==> config.mk <==
export PLATFORM = sky130hd
export DESIGN_NAME = controller_poller
export DESIGN_NICKNAME = d
export VERILOG_FILES = /design/src/rtl/controller_poller.sv
export SDC_FILE = /design/constraint.sdc
export NUM_CORES = 1
export LEC_CHECK = 0
export BUFFER_PORTS_ARGS = -buffer_cell sky130_fd_sc_hd__buf_2
export CAP_MARGIN = 20
export CORE_MARGIN = 2
export CORE_UTILIZATION = 35
export CTS_CLUSTER_SIZE = 14
export DETAILED_ROUTE_END_ITERATION = 10
export GPL_ROUTABILITY_DRIVEN = 0
export PLACE_DENSITY = 0.63
export SLEW_MARGIN = 20
export SYNTH_ARGS = -nofsm -noshare
export SYNTH_HDL_FRONTEND = slang
export SYNTH_SLANG_ARGS = --single-unit
export TNS_END_PERCENT = 1
==> constraint.sdc <==
create_clock -name clk_12_5875 -period 3.95 [get_ports clk_12_5875]
set_input_delay 0.9875 -clock clk_12_5875 [delete_from_list [all_inputs] [get_ports clk_12_5875]]
set_output_delay 0.9875 -clock clk_12_5875 [all_outputs]
set_load 0.02 [all_outputs]
==> src/rtl/controller_poller.sv <==
// Polls NES-style shift-register pads in parallel over a shared latch/clock.
// Publishes active-high button state and sticky press flags atomically.
module controller_poller #(
    parameter int NUM_CONTROLLERS = 2,
    parameter int BUTTONS         = 8,
    parameter int CLK_DIV         = 4,
    parameter int AUTO_POLL       = 0
) (
    input  logic                               clk_12_5875,
    input  logic                               rst_B,
    input  logic                               start,
    input  logic                               clear_pressed,
    input  logic [NUM_CONTROLLERS-1:0]         controller_data_in_B,
    output logic                               controller_clk,
    output logic                               controller_latch,
    output logic [NUM_CONTROLLERS*BUTTONS-1:0] buttons_out,
    output logic [NUM_CONTROLLERS*BUTTONS-1:0] pressed_out,
    output logic                               busy,
    output logic                               poll_done
);

    localparam int NB = NUM_CONTROLLERS * BUTTONS;
    localparam int CW = (2 * CLK_DIV > 1) ? $clog2(2 * CLK_DIV) : 1;
    localparam int KW = $clog2(BUTTONS);

    typedef enum logic [2:0] {
        IDLE,
        LATCH,
        SHIFT_LO,
        SHIFT_HI,
        DONE
    } state_t;

    state_t state_q, state_d;
    logic [CW-1:0] cnt_q, cnt_d;
    logic [KW-1:0] k_q, k_d;
    logic [NUM_CONTROLLERS-1:0][BUTTONS-1:0] shift_q, shift_d;
    logic [NB-1:0] buttons_q, buttons_d;
    logic [NB-1:0] pressed_q, pressed_d;
    logic [NB-1:0] fresh;
    logic [KW-1:0] bidx;
    logic latch_q, sclk_q, busy_q, done_q;
    logic last_latch, last_half;

    assign last_latch = (cnt_q == CW'(2 * CLK_DIV - 1));
    assign last_half  = (cnt_q == CW'(CLK_DIV - 1));
    assign fresh      = ~shift_q;

    // Next-state, counters, shift capture and published-state update
    always_comb begin
        state_d   = state_q;
        cnt_d     = cnt_q;
        k_d       = k_q;
        shift_d   = shift_q;
        buttons_d = buttons_q;
        pressed_d = clear_pressed ? '0 : pressed_q;
        bidx      = KW'(BUTTONS - 1) - k_q;
        unique case (state_q)
            IDLE: begin
                cnt_d = '0;
                k_d   = '0;
                if (AUTO_POLL != 0 || start) begin
                    state_d = LATCH;
                end
            end
            LATCH: begin
                if (last_latch) begin
                    cnt_d   = '0;
                    state_d = SHIFT_LO;
                end else begin
                    cnt_d = cnt_q + 1'b1;
                end
            end
            SHIFT_LO: begin
                if (last_half) begin
                    cnt_d = '0;
                    for (int c = 0; c < NUM_CONTROLLERS; c++) begin
                        shift_d[c][bidx] = controller_data_in_B[c];
                    end
                    if (k_q == KW'(BUTTONS - 1)) begin
                        state_d = DONE;
                    end else begin
                        state_d = SHIFT_HI;
                    end
                end else begin
                    cnt_d = cnt_q + 1'b1;
                end
            end
            SHIFT_HI: begin
                if (last_half) begin
                    cnt_d   = '0;
                    k_d     = k_q + 1'b1;
                    state_d = SHIFT_LO;
                end else begin
                    cnt_d = cnt_q + 1'b1;
                end
            end
            DONE: begin
                cnt_d     = '0;
                k_d       = '0;
                // clear (if any) is already applied; fresh edges survive it
                pressed_d = pressed_d | (fresh & ~buttons_q);
                buttons_d = fresh;
                state_d   = (AUTO_POLL != 0) ? LATCH : IDLE;
            end
            default: begin
                state_d = IDLE;
            end
        endcase
    end

    // State, datapath and registered pad/status outputs
    always_ff @(posedge clk_12_5875 or negedge rst_B) begin
        if (!rst_B) begin
            state_q   <= IDLE;
            cnt_q     <= '0;
            k_q       <= '0;
            shift_q   <= '0;
            buttons_q <= '0;
            pressed_q <= '0;
            latch_q   <= 1'b0;
            sclk_q    <= 1'b0;
            busy_q    <= 1'b0;
            done_q    <= 1'b0;
        end else begin
            state_q   <= state_d;
            cnt_q     <= cnt_d;
            k_q       <= k_d;
            shift_q   <= shift_d;
            buttons_q <= buttons_d;
            pressed_q <= pressed_d;
            latch_q   <= (state_d == LATCH);
            sclk_q    <= (state_d == SHIFT_HI);
            busy_q    <= (state_d != IDLE);
            done_q    <= (state_d == DONE);
        end
    end

    assign controller_latch = latch_q;
    assign controller_clk   = sclk_q;
    assign busy             = busy_q;
    assign poll_done        = done_q;
    assign buttons_out      = buttons_q;
    assign pressed_out      = pressed_q;

endmodule
======== Word level (Yosys, flattened, before mapping) ========
Index checks and enable logic that the tools add are counted.
cells by class
  reduce and logical (&&, ||, !) cells .... 9
  equal/unequal tests ..................... 11
  muxes and demuxes ....................... 17
  bitwise operators ....................... 4
  magnitude comparators ................... 2
  add/subtract/negate cells ............... 3
operator list
  kind                                                               number
  two-way mux 16 bit                                                 2
  NOT 16 bit                                                         2
  two-way mux 3 bit                                                  8
  AND 16 bit                                                         1
  bitwise mux 8 bit                                                  2
  OR 16 bit                                                          1
  equality test 3 x 2 -> 1 bit, second input constant                4
  equality test 3 bit, second input constant                         4
  case mux 3 bit (4 select lines)                                    1
  case mux 3 bit (3 select lines)                                    1
  adder 3 x 1 -> 3 bit, second input constant                        2
  equality test 3 x 1 -> 1 bit, second input constant                2
  case mux 3 bit (2 select lines)                                    1
  nonzero test 3 bit                                                 2
  < comparator 3 x 4 -> 1 bit, second input constant                 1
  AND reduction 2 bit                                                2
  OR reduction 2 bit                                                 2
  demux 1 bit (select 3 bit)                                         1
  greater-or-equal comparator 3 x 1 -> 1 bit, second input constant  1
  zero test 3 bit                                                    1
  subtractor 3 bit, first input constant                             1
  inequality test 2 bit, second input constant                       1
  nonzero test 2 bit                                                 1
  logical AND 1 bit                                                  1
  two-way mux 1 bit                                                  1
word-level totals
  output and inout bits ................... 36
  logic and storage cells ................. 57
  flip-flop bits (word level) ............. 61

======== Logic depth before layout (Yosys ltp) ========
  word-level depth ........................ 6
  mapped depth ............................ 6
  gate-level depth less buffers ........... 5

======== Worst setup path after synthesis ========
OpenSTA, ideal clock, no wires.
  path type ............................... input to register
  start point ............................. input clear_pressed
  end point ............................... register pressed_q[11] (netlist: pressed_out[11])
  stages .................................. 3
  slack ................................... 2.183 ns
  arrival time ............................ 1.622 ns
  buffers on the path ..................... 2
  path through ............................ clkbuf_1 -> clkbuf_1 -> o32ai_1
between the ends
  longest elaborated chain between the ends .. 3
ends and longest elaborated chain
  what                    line  RTL
  from (decl)             12    input logic clear_pressed,
  two-way mux 16 bit (*)  56    pressed_d = clear_pressed ? '0 : pressed_q;
  OR 16 bit               102   pressed_d = pressed_d | (fresh & ~buttons_q);
  two-way mux 16 bit (*)  58    unique case (state_q)
  net pressed_d[11]       39    logic [NB-1:0] pressed_q, pressed_d;
  to (signal assigned)    131   pressed_q <= pressed_d;
  to (decl)               39
The timed path passes the listed nets; every way through them passes the cells marked *.
A chain may end at the register's enable or synchronous reset.

======== Worst setup path in the final report ========
  start point ............................. register buttons_q[14] (netlist: buttons_out[14])
  end point ............................... output buttons_out[14]
RTL lines
  what                    line  RTL
  from (decl)             38    logic [NB-1:0] buttons_q, buttons_d;
  from (signal assigned)  130   buttons_q <= buttons_d;
  to (decl)               16    output logic [NUM_CONTROLLERS*BUTTONS-1:0] buttons_out,
No word-level cell between the ends.

==> results.md <==
* Total negative slack at 0 ps
* Fin util at 0.4236
* Post-CTS Resized at 0
* Outcome: complete, no violations
* Filler cells at 734
* Worst-Skew Late Latency at 340 ps
* H-tree levels at 3
* Post-synth EDFFs at 0
* Post-synthesis net count at 239
* Detail Route Antenna Nets at 0
* Final period utilization at 0.4819
* Kind of critical path: flip-flop to output pin
* Clk sinks at 61
* Maximum vdd drop at 0.2161 mV
* Global-route wire length before repair at around 8700 um
* Initial antenna violation count at 0
* Die span in x at 90.81 um
* Max Freq at 0.5253 GHz
* Number of synthesized register bits at 61
* CTS buffer count at 9
* RSZ-0062 raised after global routing: no
* Largest net degree at the start of global routing at 49
* Worst-path maximum fanout at 3
* Antenna diodes at 0
* CTS Root Cell: clkbuf_8
* Max-slew violation count at 0
* Post-synthesis instance total at about 230
* Mean Syn Cell Area at 11.67 um^2
* Initial Util at 0.3617
* Post-CTS Setup Bufs at 0
* Vias in the first global route at 1724
* Synth top area share at 0.5787
* Mapped Area at 0.002638 mm^2
* Synthesis warning total at 0
* DR vias/cell at around 4.9
* Max-cap violations at 0
* Nets at 280
* Residual DRC at 0
* Final worst slack at 2046 ps
* Vias at 1815
* Critical Path RT at 2960 ps
* GRT overflow at 0
* WP buf/inv at 1
* Final hold vios at 0
* CP Capture Type: output pin
* Count leader, synth: dfrtp_1
* Reg clk slew, reported paths at about 70 ps
* DR WL/cell at about 14 um
* Pre-CTS setup slack at 2042 ps
* Ports at 42
* Hpwl dp at 3403 um
* Input/output buffers at 41
* Largest stage delay, worst path at 410 ps
* DR pass1 iterations at 4
* Worst Clk Skew at about 6.6 ps
* Iteration-0 DRC Markers at just over 50
* CP Cell Sequence: buf_2
* Post-synth top cells: dfrtp_1 (61), nand2_1 (26), inv_1 (24)
* Async SR Flop Fraction at 1.000
* Post-synthesis sequential area ratio at 0.5787
* PwrDens at 388.8 mW/mm^2
* Tot GR Track Use at 0.1351
* Slew @ Worst Pin at 777.5 ps
* Post-synthesis cell type count at 31
* Die area at 0.008246 mm^2
* Longest Clk Path Bufs at 2
* Die H at around 91 um
* Slew headroom at 0.4817
* Primary FF master, synth: dfrtp_1
* Cell row count at 31
* Cts-stage hold buffer count at 0
* Core ar. at 0.007292 mm^2
* CP arrival at 920 ps
* Area leader, netlist: dfrtp_1
* Synth-to-Final Area Change at 17.13%
* TritonCTS clock tree: done
* Min-Delay Path Class: flip-flop to flip-flop
* Startpoint Class: flip-flop
* Crit-path leading delay family: flip-flops
* Lkg Pwr at approximately 0.0015 uW
* Final WL at 5038 um
* Share of layout cells above drive strength 1 at 0.3125
* Max stage delay cell, worst path: dfrtp_1
* Tmin final at 1904 ps
* Synth top area cells: dfrtp_1 (58%), mux2_2 (6.8%), o32ai_1 (4.6%)
* Setup violation total in the final timing report at 0
==> worst register-to-register path: cells and delay by family, from the launching register on <==
kind	cells	cell delay [ps]
and+or+nand+nor	2	540
adders and majority gates	2	520
DFF	1	390
muxes	1	340
==> report_power, final <==
group	switching, uW	total, uW	internal, uW
Sequential	6.92	639	632
Clock	246	533	287
Combinational	19.7	29.0	9.34
==> logic make-up (layout without fill, tap and decap cells) <==
kind of cell | count (synthesis) | in the layout | share of synthesized area
flip-flops | 61 | 61 | 0.5787
buffers and inverters | 37 | 83 | 0.06546
AND/OR/NAND/NOR | 55 | 55 | 0.1091
adder cells (fa/ha/maj) | 7 | 7 | 0.03321
multiplexers | 19 | 19 | 0.07970
AO/OA/AOI/OAI | 47 | 47 | 0.1338
==> final cells by class <==
cell class / count / area, um^2 / share of cell area
Multi-Input combinational cell: 128 / 938.4 / 0.3038
Tap cell: 99 / 123.9 / 0.04010
Inverter: 24 / 90.09 / 0.02916
Clock inverter: 7 / 66.31 / 0.02147
Clock buffer: 9 / 123.9 / 0.04010
Timing Repair Buffer: 43 / 220.2 / 0.07128
Sequential cell: 61 / 1526 / 0.4941
==> final timing paths <==
kind | startpoint | end | slack, ps | cells after the start
max reg2reg | cnt_q[0] | shift_q[4] | 2050 | 5
max | buttons_out[14] | buttons_out[14] | 2050 | 1
min reg2reg | shift_q[14] | buttons_out[14] | 470 | 1
min | shift_q[14] | buttons_out[14] | 470 | 1
min in group asynchronous | rst_B | buttons_out[11] | 710 | 1
max in group asynchronous | rst_B | buttons_out[15] | 2470 | 2
==> layout by cell type, fill, tap and decap left out <==
cell        count
clkbuf_8        9
nor3_1          4
ha_1            7
o21ai_0         6
nor4_1          1
bufinv_16       1
nand3_1         3
a21oi_1         3
a221oi_1        2
mux2i_1         3
and2_1          1
o32ai_2         2
a32o_1          2
buf_4           2
clkinv_4        1
o32ai_1        14
or3b_4          1
clkinv_2        4
mux2_2         16
and4b_1         3
and4bb_2        1
nor3b_1         3
buf_2          41
o21ai_2         6
nor2_1          6
or3_1           1
nand3b_1        1
dfrtp_1        61
nand2_1        26
inv_1          24
o21ai_1        10
nand2b_1        2
o22ai_1         2
clkinvlp_4      1
nor4b_1         2
==> metrics by stage <==
stage                     total power, uW  std cells  instance area (um^2)  hold WS [ps]
after floorplan                     658.2        226                  2638         443.1
after global placement              680.3        355                  2899         463.1
after detailed placement            680.7        355                  2899         474.0
after CTS                            1219        371                  3089         474.3
after global routing                 1253        371                  3089         485.9
final                                1201        371                  3089         472.8
==> routing by layer <==
metal / track usage / part of all wire / wire (um)
met1: 0.1791 / 0.47 / 2374
met2: 0.2034 / 0.46 / 2315
met3: 0.04424 / 0.052 / 264
met4: 0.05682 / 0.016 / 83
met5: 0 / 0 / 0
==> sequential cells by signal, summed over array words and instances, names as in the netlist <==
| signal | count |
|---|---|
| cnt_q | 3 |
| controller_latch | 1 |
| shift_q | 16 |
| poll_done | 1 |
| pressed_out | 16 |
| buttons_out | 16 |
| state_q | 3 |
| k_q | 3 |
| busy | 1 |
| controller_clk | 1 |
(Power assumes the default switching activity.)
